**src/rtl/si571_seq_pkg.sv**
```systemverilog
// rtl/si571_seq_pkg.sv - shared state encoding and default timing for the Si571 PLL sequencer
package si571_seq_pkg;

    typedef enum logic [2:0] {
        ST_IDLE     = 3'd0,
        ST_WAIT_REF = 3'd1,
        ST_SETTLE   = 3'd2,
        ST_CONFIRM  = 3'd3,
        ST_LOCKED   = 3'd4,
        ST_BACKOFF  = 3'd5,
        ST_FAULT    = 3'd6
    } seq_state_t;

    localparam int RETRY_W = 3;

    // Defaults assume the 125 MHz system clock: 10 ms settle, 100 ms timeout.
    localparam int SYS_CLK_HZ         = 125_000_000;
    localparam int DEF_SETTLE_CYCLES  = SYS_CLK_HZ / 100;
    localparam int DEF_CONFIRM_CYCLES = 4096;
    localparam int DEF_TIMEOUT_CYCLES = SYS_CLK_HZ / 10;
    localparam int DEF_MAX_RETRY      = 4;

    function automatic logic state_drives_cfg_en(input seq_state_t s);
        return (s == ST_SETTLE) || (s == ST_CONFIRM) || (s == ST_LOCKED);
    endfunction

endpackage

```
**src/rtl/bit_sync_2ff.sv**
```systemverilog
// rtl/bit_sync_2ff.sv - single-bit two-flop synchroniser with asynchronous active-high reset
module bit_sync_2ff (
    input  logic clk,
    input  logic rst,
    input  logic d,
    output logic q
);

    logic meta;

    always_ff @(posedge clk or posedge rst) begin
        if (rst) begin
            meta <= 1'b0;
            q    <= 1'b0;
        end else begin
            meta <= d;
            q    <= meta;
        end
    end

endmodule

```
**src/rtl/si571_pll_sequencer.sv**
```systemverilog
// rtl/si571_pll_sequencer.sv - Si571 PLL enable, lock qualification, retry/backoff and fault supervisor
module si571_pll_sequencer
    import si571_seq_pkg::*;
#(
    parameter int unsigned CNT_W          = 24,
    parameter int unsigned SETTLE_CYCLES  = DEF_SETTLE_CYCLES,
    parameter int unsigned CONFIRM_CYCLES = DEF_CONFIRM_CYCLES,
    parameter int unsigned TIMEOUT_CYCLES = DEF_TIMEOUT_CYCLES,
    parameter int unsigned MAX_RETRY      = DEF_MAX_RETRY,
    parameter int unsigned LOSS_W         = 16
) (
    input  logic              clk_i,
    input  logic              rst_i,
    input  logic              enable_i,
    input  logic              clear_i,
    input  logic              ref_val_i,
    input  logic              pll_ok_i,
    output logic              pll_cfg_en_o,
    output logic              locked_o,
    output logic              fault_o,
    output logic [2:0]        state_o,
    output logic [RETRY_W-1:0] retry_cnt_o,
    output logic [LOSS_W-1:0] lock_loss_cnt_o
);

    localparam logic [CNT_W-1:0]   SETTLE_LAST  = CNT_W'(SETTLE_CYCLES - 1);
    localparam logic [CNT_W-1:0]   CONFIRM_LAST = CNT_W'(CONFIRM_CYCLES - 1);
    localparam logic [CNT_W-1:0]   TIMEOUT_LAST = CNT_W'(TIMEOUT_CYCLES - 1);
    localparam logic [RETRY_W-1:0] RETRY_LIMIT  = RETRY_W'(MAX_RETRY);

    logic ref_s;
    logic ok_s;

    bit_sync_2ff u_sync_ref (
        .clk (clk_i),
        .rst (rst_i),
        .d   (ref_val_i),
        .q   (ref_s)
    );

    bit_sync_2ff u_sync_ok (
        .clk (clk_i),
        .rst (rst_i),
        .d   (pll_ok_i),
        .q   (ok_s)
    );

    seq_state_t         state_q;
    seq_state_t         state_d;
    logic [CNT_W-1:0]   timer_q;
    logic [CNT_W-1:0]   run_q;
    logic [RETRY_W-1:0] retry_q;
    logic [LOSS_W-1:0]  lock_loss_q;
    logic               good_sample;
    logic               state_change;
    logic               lock_lost;

    always_comb begin
        good_sample = 1'b0;
        case (state_q)
            ST_WAIT_REF: good_sample = ref_s;
            ST_CONFIRM:  good_sample = ref_s & ok_s;
            default:     good_sample = 1'b0;
        endcase
    end

    always_comb begin
        state_d = state_q;
        if (!enable_i) begin
            state_d = ST_IDLE;
        end else if (clear_i && (state_q == ST_FAULT)) begin
            state_d = ST_IDLE;
        end else begin
            case (state_q)
                ST_IDLE: state_d = ST_WAIT_REF;
                ST_WAIT_REF: begin
                    if (good_sample && (run_q == CONFIRM_LAST)) state_d = ST_SETTLE;
                    else if (timer_q == TIMEOUT_LAST)           state_d = ST_BACKOFF;
                end
                ST_SETTLE: begin
                    if (timer_q == SETTLE_LAST) state_d = ST_CONFIRM;
                end
                ST_CONFIRM: begin
                    if (good_sample && (run_q == CONFIRM_LAST)) state_d = ST_LOCKED;
                    else if (timer_q == TIMEOUT_LAST)           state_d = ST_BACKOFF;
                end
                ST_LOCKED: begin
                    if (!(ok_s && ref_s)) state_d = ST_BACKOFF;
                end
                // retry_q already holds the count incremented on entry
                ST_BACKOFF: begin
                    if (retry_q >= RETRY_LIMIT)      state_d = ST_FAULT;
                    else if (timer_q == SETTLE_LAST) state_d = ST_WAIT_REF;
                end
                ST_FAULT: state_d = ST_FAULT;
                default:  state_d = ST_IDLE;
            endcase
        end
    end

    assign state_change = (state_d != state_q);
    assign lock_lost    = (state_q == ST_LOCKED) && (state_d == ST_BACKOFF);

    always_ff @(posedge clk_i or posedge rst_i) begin
        if (rst_i) begin
            state_q <= ST_IDLE;
            timer_q <= '0;
            run_q   <= '0;
        end else begin
            state_q <= state_d;
            if (state_change)      timer_q <= '0;
            else if (timer_q != '1) timer_q <= timer_q + CNT_W'(1);
            if (state_change || !good_sample) run_q <= '0;
            else                              run_q <= run_q + CNT_W'(1);
        end
    end

    always_ff @(posedge clk_i or posedge rst_i) begin
        if (rst_i) begin
            retry_q     <= '0;
            lock_loss_q <= '0;
        end else begin
            if (clear_i) begin
                retry_q     <= '0;
                lock_loss_q <= '0;
            end else begin
                if (state_change && ((state_d == ST_IDLE) || (state_d == ST_LOCKED)))
                    retry_q <= '0;
                else if (state_change && (state_d == ST_BACKOFF) && (retry_q != '1))
                    retry_q <= retry_q + RETRY_W'(1);
                if (lock_lost && (lock_loss_q != '1))
                    lock_loss_q <= lock_loss_q + LOSS_W'(1);
            end
        end
    end

    // Status outputs are decoded from the next state so they line up with state_q.
    always_ff @(posedge clk_i or posedge rst_i) begin
        if (rst_i) begin
            pll_cfg_en_o <= 1'b0;
            locked_o     <= 1'b0;
            fault_o      <= 1'b0;
        end else begin
            pll_cfg_en_o <= state_drives_cfg_en(state_d);
            locked_o     <= (state_d == ST_LOCKED);
            fault_o      <= (state_d == ST_FAULT);
        end
    end

    assign state_o         = state_q;
    assign retry_cnt_o     = retry_q;
    assign lock_loss_cnt_o = lock_loss_q;

endmodule

```
**config.mk**
```make
export PLATFORM = sky130hd
export DESIGN_NAME = si571_pll_sequencer
export DESIGN_NICKNAME = d
export VERILOG_FILES = /design/src/rtl/si571_seq_pkg.sv /design/src/rtl/bit_sync_2ff.sv /design/src/rtl/si571_pll_sequencer.sv
export SDC_FILE = /design/constraint.sdc
export NUM_CORES = 1
export LEC_CHECK = 0
export ABC_AREA = 1
export BUFFER_PORTS_ARGS = -buffer_cell sky130_fd_sc_hd__buf_4
export CAP_MARGIN = 20
export CORE_MARGIN = 2
export CORE_UTILIZATION = 55
export DETAILED_ROUTE_END_ITERATION = 10
export PLACE_DENSITY_LB_ADDON = 0.15
export SETUP_SLACK_MARGIN = 0.3
export SLEW_MARGIN = 20
export SYNTH_ARGS = -nofsm -noshare
export SYNTH_HDL_FRONTEND = slang
export SYNTH_HIERARCHICAL = 1
export SYNTH_SLANG_ARGS = --single-unit
```
**constraint.sdc**
```tcl
create_clock -name clk_i -period 3.05 [get_ports clk_i]
set_input_delay 0.4575 -clock clk_i [delete_from_list [all_inputs] [get_ports clk_i]]
set_output_delay 0.4575 -clock clk_i [all_outputs]
set_load 0.01 [all_outputs]
```
==> flow_summary.toml <==
[timing]
tns_ps = 0
timing.fmax_mhz = 417
grt_setup_unrepaired = "false"
skew_ps = 9.47
finalHoldViolations = 0
period_needed_ps = 2400
drv_slew = 0
worstMarginPinSlew_ps = 803
setup_viol = 0
fin_crit_sh_pct = 78.5
relSlewSlack_pct = 46.4

[worst_setup_path]
crit_path_max_incr_delay_ps = 390
crit_path_top_delay_cell = "dfrtp_1"
ff2ff_path_depth = 17
crit_chain = "ha_1, nand3_2, nor2_1, nand3_1, nand2_1, nand2_1, nand2_1, nand2_1, nand2_2, nand2_1, nor2_2, nand2_2, inv_2, nand2_1, nand2_1, nand2_1, nor2_1"
crit_family = "simple AND/OR/NAND/NOR gates"
critPathRequiredTime_ps = 3340
cp.depth = 17
start_kind = "flip-flop"
cp-end-kind = "flip-flop"
cp_data_arrival_time_ps = 2680
critical_path_class = "reg -> reg"
worstPathMaxFanout = 13
path_buf_inv = 1
rrSetupSlack_ps = 650
rr_startpoint = "timer_q[0]"
r2r-end = "lock_loss_cnt_o[3]"
critPathMostFrequentCell = "nand2_1"

[drt]
wl_microns = 9360
num_vias = 3835
drtAntennaViolNets = 0
first_pass_iters = 4
drt_iter0_markers = 114
vias_per_cell = 5.28
routedWlPerCell_microns = 12.9
drc = 0

[synth]
yosysSeqAreaShare_pct = 43.4
ys_seq_elements = 77
synth.avg_cell_area_sq_um = 7.61
ys_types = 37
yosys_warnings = 6
synth_cells = 583
syn-cell-area_sq_um = 4440
syn_nets = 595

[floorplanning]
num_rows = 32
start_util_pct = 57.1
die_h_microns = 93.8
coreArea_sq_um = 7770
fp.dieArea_sq_um = 8800
die_w_microns = 93.8
pin_count = 31

[cts]
cts_root_buf = "clkbuf_8"
cts_tree = "built"
htree_num_levels = 3
insertion_delay_ps = 350
clkSinkCount = 77
post_cts_buffers = 0
cts_buffers = 9
clk_pin_slew_ps = 90
clk_path_buf_depth = 2

[pwr]
ir_worst_vdd_v = 0.000330
power.density_nw_per_um2 = 404
p_leak_nw = 2.29

[placement]
place_inst = 710
place.gp.congestion = 0.921
dp_hpwl_microns = 6900
portBuffers = 30

[global_route]
grt_pass1_wl_microns = 16500
grt_max_degree = 38
overflow = 0
grt_usage_pct = 23.4
first_global_vias = 3776
antenna_found_initial = 0

[finish]
nNetsFinal = 632
area_growth_pct = 12.9
drive_gt1_share_pct = 15.5
fin_cells = 727
antenna_cells = 0

[flow_run]
cap_violations = 0

[run_status]
status = "completed"

[min_path]
worstHoldStart = "pll_ok_i"
min_path_cells = 1
hold_path_class = "in -> reg"
hold_end = "u_sync_ok/meta"
## logic make-up (layout without fill, tap and decap cells)
logic type	after synthesis	after routing	synth area share (%)
AO/OA/AOI/OAI	41	41	5.78
XOR/XNOR	30	30	5.92
adder cells (fa/ha/maj)	6	6	1.69
buffers and inverters	92	134	8.66
flip-flops	77	77	43.4
AND/OR/NAND/NOR	337	337	34.5
## area by class of cell
type	count	area, sq um
Clock inverter	6	93.8
Timing Repair Buffer	35	278
Clock buffer	10	138
Inverter	83	313
Fill cell	693	2760
Multi-Input combinational cell	414	2130
Tap cell	102	128
Sequential cell	77	1930
## layer usage
layer / GRT usage, % / part of all wire, % / vias up
li1: - / - / 1929
met1: 31.3 / 47 / 1808
met2: 38.6 / 47 / 77
met3: 3.61 / 4.2 / 21
met4: 8.33 / 1.8 / 0
met5: 0 / 0 / -
## state kept, by name, indices dropped and copies added (netlist names)
register	count
lock_loss_cnt_o	16
u_sync_ok/q	1
state_o	3
retry_cnt_o	3
fault_o	1
u_sync_ref/meta	1
run_q	24
timer_q	24
u_sync_ok/meta	1
u_sync_ref/q	1
pll_cfg_en_o	1
locked_o	1
## worst max path at each step
| stage | start | end |
|---|---|---|
| 2_1_floorplan | rst_i | fault_o |
| 3_3_place_gp | timer_q[0] | timer_q[23] |
| 3_5_place_dp | timer_q[0] | timer_q[23] |
| 4_1_cts | timer_q[0] | timer_q[9] |
| 5_1_grt | run_q[0] | retry_cnt_o[2] |
| 6_report | timer_q[0] | lock_loss_cnt_o[3] |
## placed cells by master (no fill, tap or decap), drive strengths merged
master       count
dlygate4sd3      1
o31ai            1
buf             34
clkinvlp         1
a211oi           6
xor2            23
clkinv           2
and2             1
nor3            31
and3             2
nor3b            3
nand3           42
dfrtp           77
ha               6
a21oi           12
or2              1
o21ai           20
nand2          124
a31oi            1
clkbuf          10
o21bai           1
xnor2            7
bufinv           2
nand4           17
nor2           111
inv             84
nor4             5
## worst register-to-register path, cell delays in order (launching register included)
cell and delay (ps):
dfrtp_1 390, ha_1 210, nand3_2 170, nor2_1 170, nand3_1 140, nand2_1 90
nand2_1 50, nand2_1 60, nand2_1 60, nand2_2 80, nand2_1 100, nor2_2 100
nand2_2 200, inv_2 210, nand2_1 90, nand2_1 70, nand2_1 50, nor2_1 100
## metrics by stage
step	power, mW	utilization [%]	setup WS (ps)	area [sq um]	hold WS [ps]
floorplan	1.13	-	739	4440	199
global placement	1.16	61.3	690	4760	336
detailed placement	1.16	61.3	595	4760	337
CTS	2.05	64.4	585	5000	199
global route	2.10	64.4	312	5010	201
finish	2.02	64.4	655	5010	213
## synthesized netlist by cell type
| library cell | n | area [sq um] |
|---|---|---|
| o31ai_1 | 1 | 7.51 |
| clkinv_2 | 1 | 5.00 |
| buf_2 | 3 | 15.0 |
| or2_2 | 1 | 6.26 |
| o21ai_1 | 9 | 45.0 |
| nand2_1 | 111 | 417 |
| clkbuf_1 | 1 | 3.75 |
| and3_1 | 2 | 12.5 |
| a211oi_1 | 3 | 22.5 |
| a21oi_1 | 12 | 60.1 |
| nand3_1 | 40 | 200 |
| nor2_1 | 104 | 390 |
| nand4_2 | 1 | 12.5 |
| and2_1 | 1 | 6.26 |
| buf_4 | 1 | 7.51 |
| nand3_2 | 2 | 20.0 |
| xor2_1 | 23 | 201 |
| nor3_1 | 27 | 135 |
| nand2_2 | 13 | 81.3 |
| nor3_4 | 1 | 16.3 |
| nor2_2 | 6 | 37.5 |
| o21ai_0 | 7 | 35.0 |
| xnor2_1 | 7 | 61.3 |
| nor4_1 | 5 | 31.3 |
| buf_6 | 4 | 45.0 |
| ha_1 | 6 | 75.1 |
| inv_2 | 8 | 30.0 |
| nor3b_1 | 3 | 22.5 |
| nand4_1 | 16 | 100 |
| dfrtp_1 | 77 | 1930 |
| nor2_4 | 1 | 11.3 |
| o21ai_2 | 4 | 35.0 |
| inv_1 | 74 | 278 |
| a211oi_2 | 3 | 37.5 |
| a31oi_1 | 1 | 6.26 |
| nor3_2 | 3 | 30.0 |
| o21bai_1 | 1 | 7.51 |
## repair_timing
item / in CTS / in global routing
endpoints found under the hold margin: 4 / 0
resized for setup: 0 / 2
hold buffers: 1 / 0
setup endpoints to repair: 0 / 8
## power by group
part	leakage [nW]	switching [mW]	internal, mW
Clock	0.113	0.391	0.490
Combinational	1.11	0.0696	0.0283
Sequential	1.06	0.0102	1.03
Total	2.29	0.471	1.55
Power figures use the tool's default switching activity.
